==> src/rtl/pipe_stage_reg_pkg.sv <==
// Shared definitions for the generic pipeline stage register: occupancy
// states, MEM/WB payload layout and per-stage payload widths.
package pipe_stage_reg_pkg;

  // Occupancy of a stage; the encoding doubles as the entry count.
  typedef enum logic [1:0] {
    ST_EMPTY = 2'd0,
    ST_ONE   = 2'd1,
    ST_FULL  = 2'd2
  } occ_state_t;

  // Write-back source select carried in the MEM/WB payload.
  typedef enum logic [1:0] {
    DEST_ALU = 2'd0,
    DEST_MEM = 2'd1,
    DEST_PC4 = 2'd2
  } data_dest_t;

  // MEM/WB payload field widths.
  localparam int PC_PLUS4_W    = 32;
  localparam int ALU_RESULT_W  = 32;
  localparam int MEM_RD_DATA_W = 32;
  localparam int DATA_DEST_W   = 2;
  localparam int REG_WR_ADDR_W = 5;
  localparam int REG_WR_SIG_W  = 1;

  // MEM/WB payload field offsets, LSB first.
  localparam int REG_WR_SIG_OFS  = 0;
  localparam int REG_WR_ADDR_OFS = REG_WR_SIG_OFS + REG_WR_SIG_W;
  localparam int DATA_DEST_OFS   = REG_WR_ADDR_OFS + REG_WR_ADDR_W;
  localparam int MEM_RD_DATA_OFS = DATA_DEST_OFS + DATA_DEST_W;
  localparam int ALU_RESULT_OFS  = MEM_RD_DATA_OFS + MEM_RD_DATA_W;
  localparam int PC_PLUS4_OFS    = ALU_RESULT_OFS + ALU_RESULT_W;

  // Per-stage payload widths used when instantiating stage registers.
  localparam int IFID_W  = 64;
  localparam int MEMWB_W = PC_PLUS4_OFS + PC_PLUS4_W;

  // Entry count corresponding to an occupancy state.
  function automatic logic [1:0] state_count(input occ_state_t s);
    return logic'(1'b0) ? 2'd0 : s;
  endfunction

endpackage

==> src/rtl/pipe_stage_slot.sv <==
// One storage slot of a pipeline stage: a valid bit plus a payload register.
// Clear wins over load for the valid bit; the payload only changes on load.
module pipe_stage_slot
  import pipe_stage_reg_pkg::*;
#(
  parameter int                DATA_W    = 72,
  parameter logic [DATA_W-1:0] RESET_VAL = '0
) (
  input  logic              clk,
  input  logic              reset_n,
  input  logic              load,
  input  logic              clear,
  input  logic [DATA_W-1:0] load_data,
  output logic              valid,
  output logic [DATA_W-1:0] data
);

  // Valid bit and payload register with synchronous active-low reset.
  always_ff @(posedge clk) begin
    if (!reset_n) begin
      valid <= 1'b0;
      data  <= RESET_VAL;
    end else begin
      if (clear) begin
        valid <= 1'b0;
      end else if (load) begin
        valid <= 1'b1;
      end
      if (load) begin
        data <= load_data;
      end
    end
  end

endmodule

==> src/rtl/pipe_stage_reg.sv <==
// Generic pipeline stage register with valid/ready handshake, stall and
// flush. SKID=1 adds a second slot so in_ready_o depends only on state.
module pipe_stage_reg
  import pipe_stage_reg_pkg::*;
#(
  parameter int                DATA_W    = 72,
  parameter int                SKID      = 0,
  parameter logic [DATA_W-1:0] RESET_VAL = '0
) (
  input  logic              clk,
  input  logic              reset_n,
  input  logic              flush_i,
  input  logic              in_valid_i,
  output logic              in_ready_o,
  input  logic [DATA_W-1:0] in_data_i,
  output logic              out_valid_o,
  input  logic              out_ready_i,
  output logic [DATA_W-1:0] out_data_o,
  output logic [1:0]        count_o
);

  logic              main_v;
  logic              skid_v;
  logic [DATA_W-1:0] main_data;
  logic [DATA_W-1:0] skid_data;
  logic [DATA_W-1:0] main_src;
  logic              accept;
  logic              emit;
  logic              main_load;
  logic              main_clear;
  logic              skid_load;
  logic              skid_clear;
  logic              main_next;
  logic              skid_next;
  logic [1:0]        count_next;
  occ_state_t        state;

  pipe_stage_slot #(
    .DATA_W    (DATA_W),
    .RESET_VAL (RESET_VAL)
  ) u_main (
    .clk       (clk),
    .reset_n   (reset_n),
    .load      (main_load),
    .clear     (main_clear),
    .load_data (main_src),
    .valid     (main_v),
    .data      (main_data)
  );

  generate
    if (SKID != 0) begin : g_skid
      pipe_stage_slot #(
        .DATA_W    (DATA_W),
        .RESET_VAL (RESET_VAL)
      ) u_skid (
        .clk       (clk),
        .reset_n   (reset_n),
        .load      (skid_load),
        .clear     (skid_clear),
        .load_data (in_data_i),
        .valid     (skid_v),
        .data      (skid_data)
      );
      assign in_ready_o = !skid_v && !flush_i;
    end else begin : g_single
      logic unused_skid_ctl;
      assign unused_skid_ctl = skid_load ^ skid_clear;
      assign skid_v          = 1'b0;
      assign skid_data       = RESET_VAL;
      assign in_ready_o      = (!main_v || out_ready_i) && !flush_i;
    end
  endgenerate

  assign out_valid_o = main_v;
  assign out_data_o  = main_data;
  assign count_o     = state_count(state);

  // Slot control: flush clears everything, a held skid entry refills main
  // on emit, otherwise incoming data goes to main if it is free or leaving.
  always_comb begin
    accept     = in_valid_i && in_ready_o;
    emit       = main_v && out_ready_i;
    main_load  = 1'b0;
    main_clear = 1'b0;
    skid_load  = 1'b0;
    skid_clear = 1'b0;
    main_src   = in_data_i;
    if (flush_i) begin
      main_clear = 1'b1;
      skid_clear = 1'b1;
    end else if (skid_v) begin
      if (emit) begin
        main_load  = 1'b1;
        main_src   = skid_data;
        skid_clear = 1'b1;
      end
    end else if (accept && (!main_v || emit)) begin
      main_load = 1'b1;
    end else if (accept) begin
      skid_load = 1'b1;
    end else if (emit) begin
      main_clear = 1'b1;
    end
    main_next  = main_clear ? 1'b0 : (main_load ? 1'b1 : main_v);
    skid_next  = skid_clear ? 1'b0 : (skid_load ? 1'b1 : skid_v);
    count_next = {1'b0, main_next} + {1'b0, skid_next};
  end

  // Occupancy state tracks the slot valids so count_o is a plain register.
  always_ff @(posedge clk) begin
    if (!reset_n) begin
      state <= ST_EMPTY;
    end else begin
      state <= occ_state_t'(count_next);
    end
  end

endmodule

==> config.mk <==
export PLATFORM = sky130hd
export DESIGN_NAME = pipe_stage_reg
export DESIGN_NICKNAME = d
export VERILOG_FILES = /design/src/rtl/pipe_stage_reg_pkg.sv /design/src/rtl/pipe_stage_slot.sv /design/src/rtl/pipe_stage_reg.sv
export SDC_FILE = /design/constraint.sdc
export NUM_CORES = 1
export LEC_CHECK = 0
export CORE_AREA = 2 2 91 93
export CTS_CLUSTER_DIAMETER = 100
export DETAILED_ROUTE_END_ITERATION = 10
export DIE_AREA = 0 0 93 95
export GPL_ROUTABILITY_DRIVEN = 0
export PLACE_DENSITY = 0.77
export SLEW_MARGIN = 20
export SYNTH_ARGS = -nofsm -noshare
export SYNTH_HDL_FRONTEND = slang
export SYNTH_SLANG_ARGS = --single-unit
==> constraint.sdc <==
create_clock -name clk -period 1.4 [get_ports clk]
set_input_delay 0.28 -clock clk [delete_from_list [all_inputs] [get_ports clk]]
set_output_delay 0.28 -clock clk [all_outputs]
set_load 0.05 [all_outputs]
==> results of run 1 <==
-- cells by family (layout without fill, tap and decap cells) --
kind of cell	after synthesis	count (layout)	synth area share, %
adders and majority gates	1	1	0.410
other	1	1	0.123
and+or+nand+nor	150	150	19.3
DFF	75	75	49.2
AOI/OAI and AO/OA	1	1	0.328
muxes	72	72	23.6
buffers and inverters	24	181	7.05
-- final timing paths --
kind                                                    from                           end  slack, ns  cells past startpoint
worst max-delay path                 u_main.valid$_SDFF_PN0_                    in_ready_o      -0.06                      4
worst min-delay path                                 reset_n  u_main.data[57]$_SDFFE_PN0P_       0.32                      3
worst max register to register       u_main.valid$_SDFF_PN0_  u_main.data[68]$_SDFFE_PN0P_       0.06                      5
worst min register to register  u_main.data[67]$_SDFFE_PN0P_  u_main.data[67]$_SDFFE_PN0P_       0.49                      2
-- metal layers --
metal | global-route usage (%) | up-vias
li1 | - | 1340
met1 | 21.7 | 1217
met2 | 32.1 | 95
met3 | 5.19 | 11
met4 | 6.37 | 0
met5 | 0 | -
-- cell usage in the layout (no fill, tap or decap), types with 3 or more instances in the layout --
| cell type | netlist | final |
|---|---|---|
| and2_1 | 3 | 3 |
| clkbuf_8 | 0 | 9 |
| buf_12 | 7 | 83 |
| clkinvlp_4 | 0 | 3 |
| dfxtp_1 | 75 | 74 |
| buf_4 | 0 | 6 |
| nand2_1 | 144 | 144 |
| clkdlybuf4s50_1 | 0 | 74 |
| mux2i_1 | 72 | 72 |
-- tightest hold or removal path: cells and delay by family --
kind	cells	cell delay, ns
buf+inv	1	0.19
simple gates	1	0.09
mux	1	0.05
-- cell type report --
cell class | instances | share of cell area (%)
multi-input combinational | 225 | 23.9
tap | 105 | 2.33
timing repair buffer | 165 | 43.7
sequential | 75 | 26.6
clock buffer | 10 | 2.26
clock inverter | 6 | 1.17
-- power breakdown --
part	leakage [nW]	switching (W)	total (W)	internal, W
Combinational	1.56	0.000676	0.00144	0.000760
Clock	0.0885	0.000822	0.00165	0.000824
Sequential	0.614	0.000116	0.00236	0.00224
-- repair_timing --
action | in CTS | in global routing
endpoints found under the setup margin | 1 | 19
resized for setup | 3 | 0
pin swaps | 0 | 0
setup buffers | 1 | 0
-- registers in the layout, indices dropped and copies added, names as in the netlist --
register and cells:
u_main.valid 1, u_main.data 72, count_o 2
-- Yosys cell counts, drive strengths merged --
cell type	n	share of area [%]
conb	1	0.12
o21ba	1	0.33
clkbuf	11	1.4
nor2b	1	0.45
nand2	144	18
nor3b	1	0.41
buf	13	5.7
and2	3	0.61
dfxtp	75	49
mux2i	72	24
nor2	1	0.12
ha	1	0.41
-- stage by stage --
step	hold WS [ns]	TNS [ns]	worst slack, ns
5_1_grt	0.308	-0.446	-0.104
3_3_place_gp	0.478	-17.03	-0.257
3_5_place_dp	0.486	-19.27	-0.329
4_1_cts	0.302	-0.0627	-0.0627
6_report	0.317	-0.0660	-0.0595
2_1_floorplan	0.422	0	0.0892
==> results.py, run 1 <==
metrics = {
    "status": {
        "status": "finished, violations left",
        "violations": "negative setup slack",
    },
    "detailed_routing": {
        "drt_iter0_drc": 79,
        "first_pass_iters": 4,
        "dr_wl_met2_um": 4140,
        "wl_met3_um": 543,
        "antenna_left": 0,
        "wl_per_cell_um": 13.7,
        "routed_wl_um": 8030,
        "via_count": 2663,
        "top_layer": "met4",
        "met1_length_um": 3210,
        "vias_per_cell": 4.54,
        "remaining_drc_errors": 0,
    },
    "power_and_ir_drop": {
        "power_w": 0.00544,
        "p_leak_nw": 2.26,
        "vdd_ir_drop_max_mv": 0.653,
        "powerDensity_mw_per_mm2": 964,
    },
    "critical_path": {
        "arrival_ns": 1.18,
        "path_max_fanout": 3,
        "cp_top_family": "flip-flops",
        "crit_type": "register to output pin",
        "end_kind": "output pin",
        "worstSetupStartpointType": "register",
        "crit_buf_inv": 2,
        "crit_required_ns": 1.12,
        "crit_path_max_incr_delay_ns": 0.34,
        "slowest_stage": "dfxtp_2",
        "worstPathCellList": "nor2b_4, buf_6, nor2_4, buf_12",
    },
    "grt": {
        "grt_pass1_wl_um": 12700,
        "antenna_found_initial": 0,
        "overflow": 0,
        "grtUsageTotal_pct": 18.4,
        "grt_start_max_net_pins": 56,
        "grt_pass1_vias": 2729,
    },
    "sta": {
        "post-route-min-period_ns": 1.46,
        "rsz0062_at_grt": "true",
        "clock.fmax_mhz": 685,
        "setup_ws_ns": -0.0595,
        "drv_slew": 0,
        "hold_violations": 0,
        "period_share_pct": 104,
        "fin_skew_ns": 0.0111,
        "setup_viol": 2,
    },
    "synth": {
        "yosys_register_bits": 75,
        "syn_inst": 324,
        "synth_cell_types": 15,
        "syn_area_mm2": 0.00305,
        "syn-num-nets": 402,
        "yosys_warnings": 0,
        "yosysSeqAreaShare_pct": 49.2,
        "syn_avg_cell_area_um2": 9.42,
    },
    "placement": {
        "dpl-instance-area_mm2": 0.00544,
        "placedCellCount": 569,
        "dpl.hpwl_um": 6220,
        "portBuffers": 152,
    },
    "flow_run": {
        "cap_violations": 0,
    },
    "final_layout": {
        "synthToLayoutAreaGrowth_pct": 84.9,
        "final_area_mm2": 0.00565,
        "multiInputGateArea_mm2": 0.00135,
        "nets": 554,
        "final_layout_size_suffix_gt1_share_pct": 22.9,
        "antenna_cells": 0,
        "n_fill_cell": 578,
        "finalNonFillerCells": 586,
        "final_core_util_pct": 71.2,
        "seq_area_mm2": 0.00150,
    },
    "floorplan": {
        "start_util_pct": 38.5,
        "die_area_mm2": 0.00884,
        "die-width_um": 93,
        "die_h_um": 95,
        "core_mm2": 0.00793,
        "ios": 153,
        "rows": 33,
    },
    "clock_network": {
        "ctsRootBufferMaster": "clkbuf_8",
        "cts_buffer_depth": 2,
        "clock_latency_ns": 0.34,
        "cts_tree": "yes",
        "htreeDepth": 3,
        "clkTransAtPathRegs_ns": 0.08,
        "cts.sinks": 75,
        "numCtsBuffers": 9,
        "postCtsHoldBufs": 0,
    },
    "min_path": {
        "min-delay-path-class": "input port to register",
    },
}
No activity file was read; power rests on OpenSTA's default activity.
==> run 2, diff against run 1 <==
--- a/config.mk
+++ b/config.mk
@@ -5,13 +5,16 @@
 export SDC_FILE = /design/constraint.sdc
 export NUM_CORES = 1
 export LEC_CHECK = 0
-export CORE_AREA = 2 2 91 93
+export CELL_PAD_IN_SITES_DETAIL_PLACEMENT = 0
+export CELL_PAD_IN_SITES_GLOBAL_PLACEMENT = 2
+export CORE_AREA = 2 2 117 119
 export CTS_CLUSTER_DIAMETER = 100
 export DETAILED_ROUTE_END_ITERATION = 10
-export DIE_AREA = 0 0 93 95
+export DIE_AREA = 0 0 119 121
 export GPL_ROUTABILITY_DRIVEN = 0
-export PLACE_DENSITY = 0.77
+export PLACE_DENSITY = 0.76
 export SLEW_MARGIN = 20
 export SYNTH_ARGS = -nofsm -noshare
 export SYNTH_HDL_FRONTEND = slang
+export SYNTH_HIERARCHICAL = 1
 export SYNTH_SLANG_ARGS = --single-unit
==> run 2 against run 1 <==
The flow still finishes with violations (negative setup slack). Synthesized area decreased by 3.0%. Largest cell class unchanged. Cell count rose by 1.9%. Register-to-register slack got worse by 0.15 ns. Die area rose by 63%. Worst hold slack gained 0.038 ns. Sequential power barely moved. Worst setup slack worse by 0.032 ns. First-iteration DRC count is 39% lower. Flip-flop and latch count stayed put. Core utilization down 26 points. Clock-buffer cell count up 4. Synthesized cell count shrank 24%.
==> results.py, run 2 <==
metrics = {
    "floorplan": {
        "ios": 153,
        "die-width_um": 119,
        "die_area_mm2": 0.0144,
        "core_mm2": 0.0131,
        "die_h_um": 121,
        "rows": 42,
        "start_util_pct": 22.6,
    },
    "clock_network": {
        "cts_buffer_depth": 2,
        "htreeDepth": 3,
        "numCtsBuffers": 9,
        "cts.sinks": 75,
        "clkTransAtPathRegs_ns": 0.06,
        "cts_tree": "yes",
        "clock_latency_ns": 0.33,
        "ctsRootBufferMaster": "clkbuf_16",
    },
    "sta": {
        "period_share_pct": 107,
        "clock.fmax_mhz": 671,
        "drv_slew": 0,
        "fin_skew_ns": 0.00619,
        "hold_violations": 0,
        "hold_slack_ns": 0.355,
        "post-route-min-period_ns": 1.49,
        "rsz0062_at_grt": "true",
        "setup_ws_ns": -0.0913,
        "setup_viol": 58,
    },
    "min_path": {
        "min-delay-path-class": "input port to register",
        "whs_path_depth": 2,
    },
    "grt": {
        "grt_pass1_wl_um": 12800,
        "grtUsageTotal_pct": 11.7,
        "grt_start_max_net_pins": 35,
        "grt_pass1_vias": 2392,
        "antenna_found_initial": 0,
        "overflow": 0,
    },
    "synth": {
        "yosysSeqAreaShare_pct": 50.7,
        "yosysMostFrequentCell": "dfxtp_1",
        "synth_top_area_share_pct": 50.7,
        "synthFlopType": "dfxtp_1",
        "synth_commonest_cells": "dfxtp_1 (75), mux2i_1 (72), nor2b_1 (72)",
        "syn_inst": 247,
        "syn_avg_cell_area_um2": 12.0,
        "syn_area_mm2": 0.00296,
        "synth_cell_types": 15,
        "yosys_warnings": 6,
        "syn-num-nets": 325,
        "postSynth.asyncResetShare_pct": 0,
        "yosys_register_bits": 75,
        "synth_area_leaders": "dfxtp_1 (51%), mux2i_1 (24%), nor2b_1 (15%)",
        "yosysTopAreaCell": "dfxtp_1",
        "synth_edf_count": 0,
    },
    "critical_path": {
        "r2r_start": "u_main/valid$_SDFFE_PP0P_",
        "path_max_fanout": 6,
        "arrival_ns": 1.71,
        "r2r.worst_path.cells": 7,
        "reg2reg_slack_ns": -0.09,
        "cp-endpoint": "u_main/data[11]$_SDFFE_PN0P_",
        "worstSetupStartpointType": "register",
        "crit_required_ns": 1.62,
        "r2r_end": "u_main/data[11]$_SDFFE_PN0P_",
        "end_kind": "register",
        "cp-startpoint": "u_main/valid$_SDFFE_PP0P_",
        "crit_type": "register to register",
    },
    "detailed_routing": {
        "wl_per_cell_um": 14.4,
        "remaining_drc_errors": 0,
        "vias_per_cell": 3.88,
        "via_count": 2316,
        "antenna_left": 0,
        "routed_wl_um": 8620,
        "drt_iter0_drc": 48,
        "first_pass_iters": 4,
    },
    "power_and_ir_drop": {
        "sw_frac_of_total_pct": 27.0,
        "power_w": 0.00598,
        "intPower_w": 0.00437,
        "p_leak_nw": 2.27,
        "comb_power_share_pct": 24.8,
        "powerDensity_mw_per_mm2": 1010,
        "vdd_ir_drop_max_mv": 0.825,
        "netSwitchingPower_w": 0.00161,
        "clkPwrFrac_pct": 35.8,
        "seq_power_share_pct": 39.3,
    },
    "flow_run": {
        "cap_violations": 0,
    },
    "final_layout": {
        "final_common_cell": "buf_12",
        "finalNonFillerCells": 597,
        "n_fill_cell": 1179,
        "largest_reg_flops": 72,
        "final_layout_size_suffix_gt1_share_pct": 28.3,
        "nets": 494,
        "synthToLayoutAreaGrowth_pct": 101,
        "largest-register": "u_main/data",
        "multiInputGateArea_mm2": 0.00129,
        "layout_common_cells": "buf_12 (79), dfxtp_1 (74), clkdlybuf4s50_1 (74), nor2b_1 (72), mux2i_1 (70)",
        "final_core_util_pct": 45.4,
        "seq_area_mm2": 0.00151,
        "antenna_cells": 0,
    },
    "placement": {
        "placedCellCount": 570,
        "dpl.hpwl_um": 5610,
        "dp_slack_ns": -0.560,
        "portBuffers": 152,
    },
    "status": {
        "violations": "negative setup slack",
        "status": "finished, violations left",
    },
}
[run 2: cell count changes after synthesis, moves of 2 or more]
cell      before  now
buf_1          2    0
clkbuf_1      11    7
buf_2          3    0
nand2_1      144    1
nor2b_1        0   72
[run 2: repair_timing]
item,4_1_cts,5_1_grt
cloned,4,4
setup buffers,3,0
pin swaps,1,0
endpoints found under the setup margin,73,74
hold buffers,0,0
gates resized for setup,13,3
hold endpoints to repair,0,0
[run 2: layout make-up]
type / count / area share, %
clock buffers: 14 / 4.45
clock inverters: 2 / 0.169
multi-input cells: 156 / 21.7
flip-flops and latches: 75 / 25.4
well taps: 176 / 3.71
repair buffers: 174 / 44.6
[run 2: routing by layer]
layer	wire length (um)	GRT usage, %	vias to the layer above
li1	-	-	1149
met1	3510	13.2	1068
met2	4260	18.9	89
met3	757	6.53	10
met4	96	3.79	0
met5	0	0	-
[run 2: per-stage QoR]
step | setup TNS (ns) | instance area [um2]
6_report | -2.01 | 5940
5_1_grt | -8.31 | 5940
4_1_cts | -2.33 | 5820
3_5_place_dp | -37.18 | 5390
3_3_place_gp | -35.19 | 5390
2_1_floorplan | -3.15 | 2970
[run 2: power by group through the flow]
stage               clock, W  combinational, W  sequential, W
finish               0.00214           0.00149        0.00235
global route         0.00233           0.00155        0.00236
CTS                  0.00224           0.00146        0.00235
detailed placement         0           0.00139        0.00240
global placement           0           0.00138        0.00240
floorplan                  0          0.000328        0.00271
[run 2: worst min path at each step]
stage                                      start                            to
finish                                   reset_n  u_main/data[68]$_SDFFE_PN0P_
global route                             reset_n  u_main/data[10]$_SDFFE_PN0P_
CTS                                      reset_n  u_main/data[68]$_SDFFE_PN0P_
detailed placement  u_main/data[62]$_SDFFE_PN0P_  u_main/data[62]$_SDFFE_PN0P_
global placement     u_main/data[5]$_SDFFE_PN0P_   u_main/data[5]$_SDFFE_PN0P_
floorplan                                reset_n         count_o[0]$_SDFF_PN0_
[run 2: critical path, stage by stage, from the launching register on]
cell and delay (ns):
dfxtp_4 0.34, nor2b_4 0.13, nor3b_4 0.19, buf_6 0.14, buf_12 0.13, buf_12 0.14, mux2i_2 0.22, nor2b_1 0.07
[run 2: kinds of logic after synthesis]
family | count (synthesis) | share of synthesized area, %
other | 1 | 0.127
and+or+nand+nor | 80 | 17.3
DFF | 75 | 50.7
adders and majority gates | 1 | 0.423
muxes | 72 | 24.3
AOI/OAI and AO/OA | 2 | 0.592
buffers and inverters | 16 | 6.47
==> run 3, diff against run 2 <==
--- a/config.mk
+++ b/config.mk
@@ -12,8 +12,9 @@
 export DETAILED_ROUTE_END_ITERATION = 10
 export DIE_AREA = 0 0 119 121
 export GPL_ROUTABILITY_DRIVEN = 0
+export MAX_ROUTING_LAYER = met4
 export PLACE_DENSITY = 0.76
-export SLEW_MARGIN = 20
+export SLEW_MARGIN = 0
 export SYNTH_ARGS = -nofsm -noshare
 export SYNTH_HDL_FRONTEND = slang
 export SYNTH_HIERARCHICAL = 1
==> run 3 against run 2 <==
The run still ends with negative setup slack left. Worst hold slack worse by 0.00068 ns. Die area stayed put. Power hardly changed. Sequential share of layout area stayed put. Sequential power hardly changed. Cell count stayed put. Non-clock buffer count stayed put. Clock skew hardly changed. Maximum frequency hardly changed. Clock-buffer cell count stayed put. Design area stayed put.
==> results.py, run 3 (same netlist as run 2, synthesis figures left out) <==
metrics = {
    "floorplan": {
        "die_h_um": 121,
        "rows": 42,
        "die-width_um": 119,
        "ios": 153,
        "die_area_mm2": 0.0144,
        "start_util_pct": 22.6,
        "core_mm2": 0.0131,
    },
    "final_layout": {
        "largest-register": "u_main/data",
        "final_common_cell": "buf_12",
        "antenna_cells": 0,
        "largest_reg_flops": 72,
        "n_fill_cell": 1179,
        "multiInputGateArea_mm2": 0.00129,
        "layout_common_cells": "buf_12 (79), dfxtp_1 (74), clkdlybuf4s50_1 (74), nor2b_1 (72), mux2i_1 (70)",
        "final_layout_size_suffix_gt1_share_pct": 28.3,
        "nets": 494,
        "finalNonFillerCells": 597,
        "synthToLayoutAreaGrowth_pct": 101,
        "final_area_mm2": 0.00594,
        "seq_area_mm2": 0.00151,
    },
    "power_and_ir_drop": {
        "vdd_ir_drop_max_mv": 0.831,
        "seq_power_share_pct": 39.3,
        "comb_power_share_pct": 24.8,
        "netSwitchingPower_w": 0.00162,
        "sw_frac_of_total_pct": 27.0,
        "powerDensity_mw_per_mm2": 1010,
        "clkPwrFrac_pct": 35.9,
        "intPower_w": 0.00437,
        "power_w": 0.00599,
        "p_leak_nw": 2.27,
    },
    "sta": {
        "fin_skew_ns": 0.00594,
        "clock.fmax_mhz": 670,
        "period_share_pct": 107,
        "setup_ws_ns": -0.0916,
        "drv_slew": 0,
        "post-route-min-period_ns": 1.49,
        "hold_violations": 0,
        "rsz0062_at_grt": "true",
        "setup_viol": 58,
    },
    "critical_path": {
        "slowest_stage": "dfxtp_4",
        "r2r_end": "u_main/data[11]$_SDFFE_PN0P_",
        "arrival_ns": 1.71,
        "worstSetupStartpointType": "register",
        "cp_top_family": "buffers and inverters",
        "worstSetupPathDepth": 7,
        "reg2reg_slack_ns": -0.09,
        "path_max_fanout": 6,
        "cp-startpoint": "u_main/valid$_SDFFE_PP0P_",
        "cp-endpoint": "u_main/data[11]$_SDFFE_PN0P_",
        "crit_required_ns": 1.62,
        "r2r_start": "u_main/valid$_SDFFE_PP0P_",
        "crit_type": "register to register",
        "crit_path_max_incr_delay_ns": 0.34,
        "crit_top_cell": "buf_12",
        "worstPathCellList": "nor2b_4, nor3b_4, buf_6, buf_12, buf_12, mux2i_2, nor2b_1",
        "r2r.worst_path.cells": 7,
        "end_kind": "register",
        "crit_buf_inv": 3,
    },
    "detailed_routing": {
        "vias_per_cell": 3.90,
        "remaining_drc_errors": 0,
        "drt_iter0_drc": 49,
        "first_pass_iters": 4,
        "routed_wl_um": 8630,
        "antenna_left": 0,
        "via_count": 2327,
        "wl_per_cell_um": 14.5,
    },
    "clock_network": {
        "cts_tree": "yes",
        "numCtsBuffers": 9,
        "ctsRootBufferMaster": "clkbuf_16",
        "clkTransAtPathRegs_ns": 0.06,
        "postCtsHoldBufs": 0,
        "htreeDepth": 3,
        "cts.sinks": 75,
        "clock_latency_ns": 0.33,
        "cts_buffer_depth": 2,
    },
    "grt": {
        "grt_start_max_net_pins": 35,
        "grt_pass1_vias": 2391,
        "antenna_found_initial": 0,
        "grtUsageTotal_pct": 12.0,
        "overflow": 0,
        "grt_pass1_wl_um": 12800,
    },
    "flow_run": {
        "cap_violations": 0,
    },
    "placement": {
        "dpl.hpwl_um": 5610,
        "portBuffers": 152,
        "placedCellCount": 570,
        "dpl-instance-area_mm2": 0.00539,
    },
    "status": {
        "violations": "negative setup slack",
        "status": "finished, violations left",
    },
    "min_path": {
        "min-delay-path-class": "input port to register",
    },
}
## run 3: cell counts in the layout (fill, tap and decap cells not counted)
Identical to the previous run, type by type.
## run 3: repair_timing
action | in CTS | in global routing
cloned | 4 | 4
gates resized for setup | 13 | 3
setup buffers | 3 | 0
pin swaps | 1 | 0
endpoints found under the hold margin | 0 | 0
setup endpoints to repair | 73 | 74
## run 3: power by group through the flow
stage / clock (W) / combinational (W) / sequential (W)
6_report: 0.00215 / 0.00149 / 0.00235
5_1_grt: 0.00233 / 0.00155 / 0.00236
4_1_cts: 0.00224 / 0.00146 / 0.00235
3_5_place_dp: 0 / 0.00139 / 0.00240
3_3_place_gp: 0 / 0.00138 / 0.00240
2_1_floorplan: 0 / 0.000328 / 0.00271
## run 3: cell type report
class,count,share of cell area [%]
Clock buffer,14,4.45
Clock inverter,2,0.169
Multi-Input combinational cell,156,21.7
Sequential cell,75,25.4
Tap cell,176,3.71
Timing Repair Buffer,174,44.6
## run 3: how the worst min path moves through the flow
stage | endpoint | cells after the start | start | slack (ns)
5_1_grt | u_main/data[10]$_SDFFE_PN0P_ | 2 | reset_n | 0.35
2_1_floorplan | count_o[0]$_SDFF_PN0_ | 1 | reset_n | 0.41
3_5_place_dp | u_main/data[62]$_SDFFE_PN0P_ | 2 | u_main/data[62]$_SDFFE_PN0P_ | 0.55
4_1_cts | u_main/data[68]$_SDFFE_PN0P_ | 2 | reset_n | 0.35
3_3_place_gp | u_main/data[5]$_SDFFE_PN0P_ | 2 | u_main/data[5]$_SDFFE_PN0P_ | 0.54
6_report | u_main/data[68]$_SDFFE_PN0P_ | 2 | reset_n | 0.35
## run 3: stage by stage
stage | utilization (%) | setup TNS (ns) | worst slack (ns) | hold WS [ns]
floorplan | - | -3.15 | -0.0461 | 0.407
CTS | 44.5 | -2.33 | -0.0874 | 0.347
detailed placement | 41.2 | -37.18 | -0.560 | 0.549
global placement | 41.2 | -35.19 | -0.524 | 0.540
finish | 45.4 | -2.02 | -0.0916 | 0.354
global route | 45.4 | -8.29 | -0.178 | 0.350
## run 3: worst register-to-register path: cells and delay by family (launching register included)
| family | cells | cell delay (ns) |
|---|---|---|
| muxes | 1 | 0.23 |
| DFF | 1 | 0.34 |
| and+or+nand+nor | 3 | 0.39 |
| buffers and inverters | 3 | 0.42 |
## run 3: per-layer routing
metal,wire length [um],GRT usage (%)
met5,0,-
met4,99,3.79
met1,3630,13.8
met2,4250,18.8
met3,645,5.64
==> patch (settings of run 2) <==
Reset style: asynchronous (`reset_n`), changed in 2 clocked blocks. Comments in the files are not updated.
--- a/src/rtl/pipe_stage_slot.sv
+++ b/src/rtl/pipe_stage_slot.sv
@@ -16,7 +16,7 @@
 );
 
   // Valid bit and payload register with synchronous active-low reset.
-  always_ff @(posedge clk) begin
+  always_ff @(posedge clk or negedge reset_n) begin
     if (!reset_n) begin
       valid <= 1'b0;
       data  <= RESET_VAL;
--- a/src/rtl/pipe_stage_reg.sv
+++ b/src/rtl/pipe_stage_reg.sv
@@ -108,7 +108,7 @@
   end
 
   // Occupancy state tracks the slot valids so count_o is a plain register.
-  always_ff @(posedge clk) begin
+  always_ff @(posedge clk or negedge reset_n) begin
     if (!reset_n) begin
       state <= ST_EMPTY;
     end else begin
Function: differs if reset_n is asserted again (counterexample within 4 cycles, from zero or initial values and one cycle with reset_n low); with reset_n held inactive, the same outputs for 10 cycles.
==> patch against run 2 <==
The flow still finishes with violations (setup timing); first-iteration DRC count up 60%; routed wire length down 5.8%; critical endpoint is now u_main/data[41]; die area unchanged; non-clock buffer count down 1; area after synthesis up 7.3%; setup slack worse by 0.069 ns; critical path depth down 2; sequential cell count unchanged; final cell count down 13%; final area up 4.2%.
Power is not compared: it rests on default switching activity, and its combinational part moved more than twofold at a synthesized area within 25%.
==> patch: results <==
metrics = {
    "status": {
        "failed_checks": "setup timing",
        "outcome": "finished with violations",
    },
    "worst_hold_path": {
        "hold_class": "in -> async",
    },
    "route": {
        "wire_per_inst_um": 15.6,
        "avgViaCountPerCell": 3.92,
        "drtIter0Drc": 77,
    },
    "finish": {
        "nets": 418,
        "nMultiInputCombCells": 81,
        "clock_buffers": 13,
        "drive_gt1_share_pct": 55.1,
        "multi_input_area_share_pct": 19.0,
        "nonClkBufAreaFrac_pct": 41.5,
        "nFillCells": 1100,
        "clkCellAreaFrac_pct": 5.62,
        "regArea_sq_um": 1880,
    },
    "global_route": {
        "grt_pass1_wl_um": 12700,
        "grt_pass1_vias": 2341,
        "track_usage_pct": 11.4,
    },
    "sta": {
        "clock_skew_ns": 0.00263,
        "setup_ws_ns": -0.160,
        "hold-worst-slack_ns": 0.425,
        "setup_viol": 73,
    },
    "yosys": {
        "netlist_top_cells_count": "75 x dfrtp_1, 69 x mux2_4, 7 x buf_12, 3 x mux2_2",
        "yosysUniqueCellTypes": 14,
        "synth.area.mux_share_pct": 33.7,
        "synth_compound_area_share_pct": 0.867,
        "async_flop_share_pct": 100,
        "syn-num-nets": 242,
        "synth_area_leaders": "dfrtp_1 59%, mux2_4 33%, buf_12 4.4%",
        "yosys.area_share.adder_pct": 0.394,
        "seq_area_frac_synth_pct": 59.1,
    },
    "cts": {
        "cts_resized": 2,
        "post_cts_buffers": 0,
        "hold_buffers": 1,
        "htreeDepth": 3,
    },
    "critical_path": {
        "path_max_fanout": 9,
        "ff2ff_path_depth": 5,
        "r2r-start": "u_main/valid",
        "endpoint": "u_main/data[41]",
        "cp.arrival_ns": 1.78,
        "critPathSlowestCell": "clkdlybuf4s50_1",
    },
    "power": {
        "totalPowerFinal_uw": 9430,
        "clockPowerShare_pct": 27.8,
    },
    "place": {
        "dp_hpwl_um": 5850,
    },
}
==> patch: metrics by stage <==
step,std cells,setup WS (ns),area (sq um),setup TNS (ns)
2_1_floorplan,164,-0.225,3180,-16.08
3_3_place_gp,499,-0.479,5710,-32.84
3_5_place_dp,499,-0.517,5710,-35.08
4_1_cts,516,-0.180,6070,-10.29
5_1_grt,521,-0.231,6190,-14.92
6_report,521,-0.160,6190,-9.57
==> patch: kinds of logic (layout without fill, tap and decap cells) <==
logic type               Yosys count  after routing
flip-flops                        75             75
multiplexers                      72             72
buffers and inverters              8            189
AND/OR/NAND/NOR                    4              4
AO/OA/AOI/OAI                      3              3
adder cells (fa/ha/maj)            1              1
other                              1              1
==> patch: per-layer routing <==
layer	vias up	track usage [%]	part of all wire, %	wire length, um
met2	101	17.0	45	3680
met5	-	0	0	0
met3	8	5.40	9.6	779
li1	924	-	-	-
met1	1010	14.2	44	3530
met4	0	4.91	1.5	121
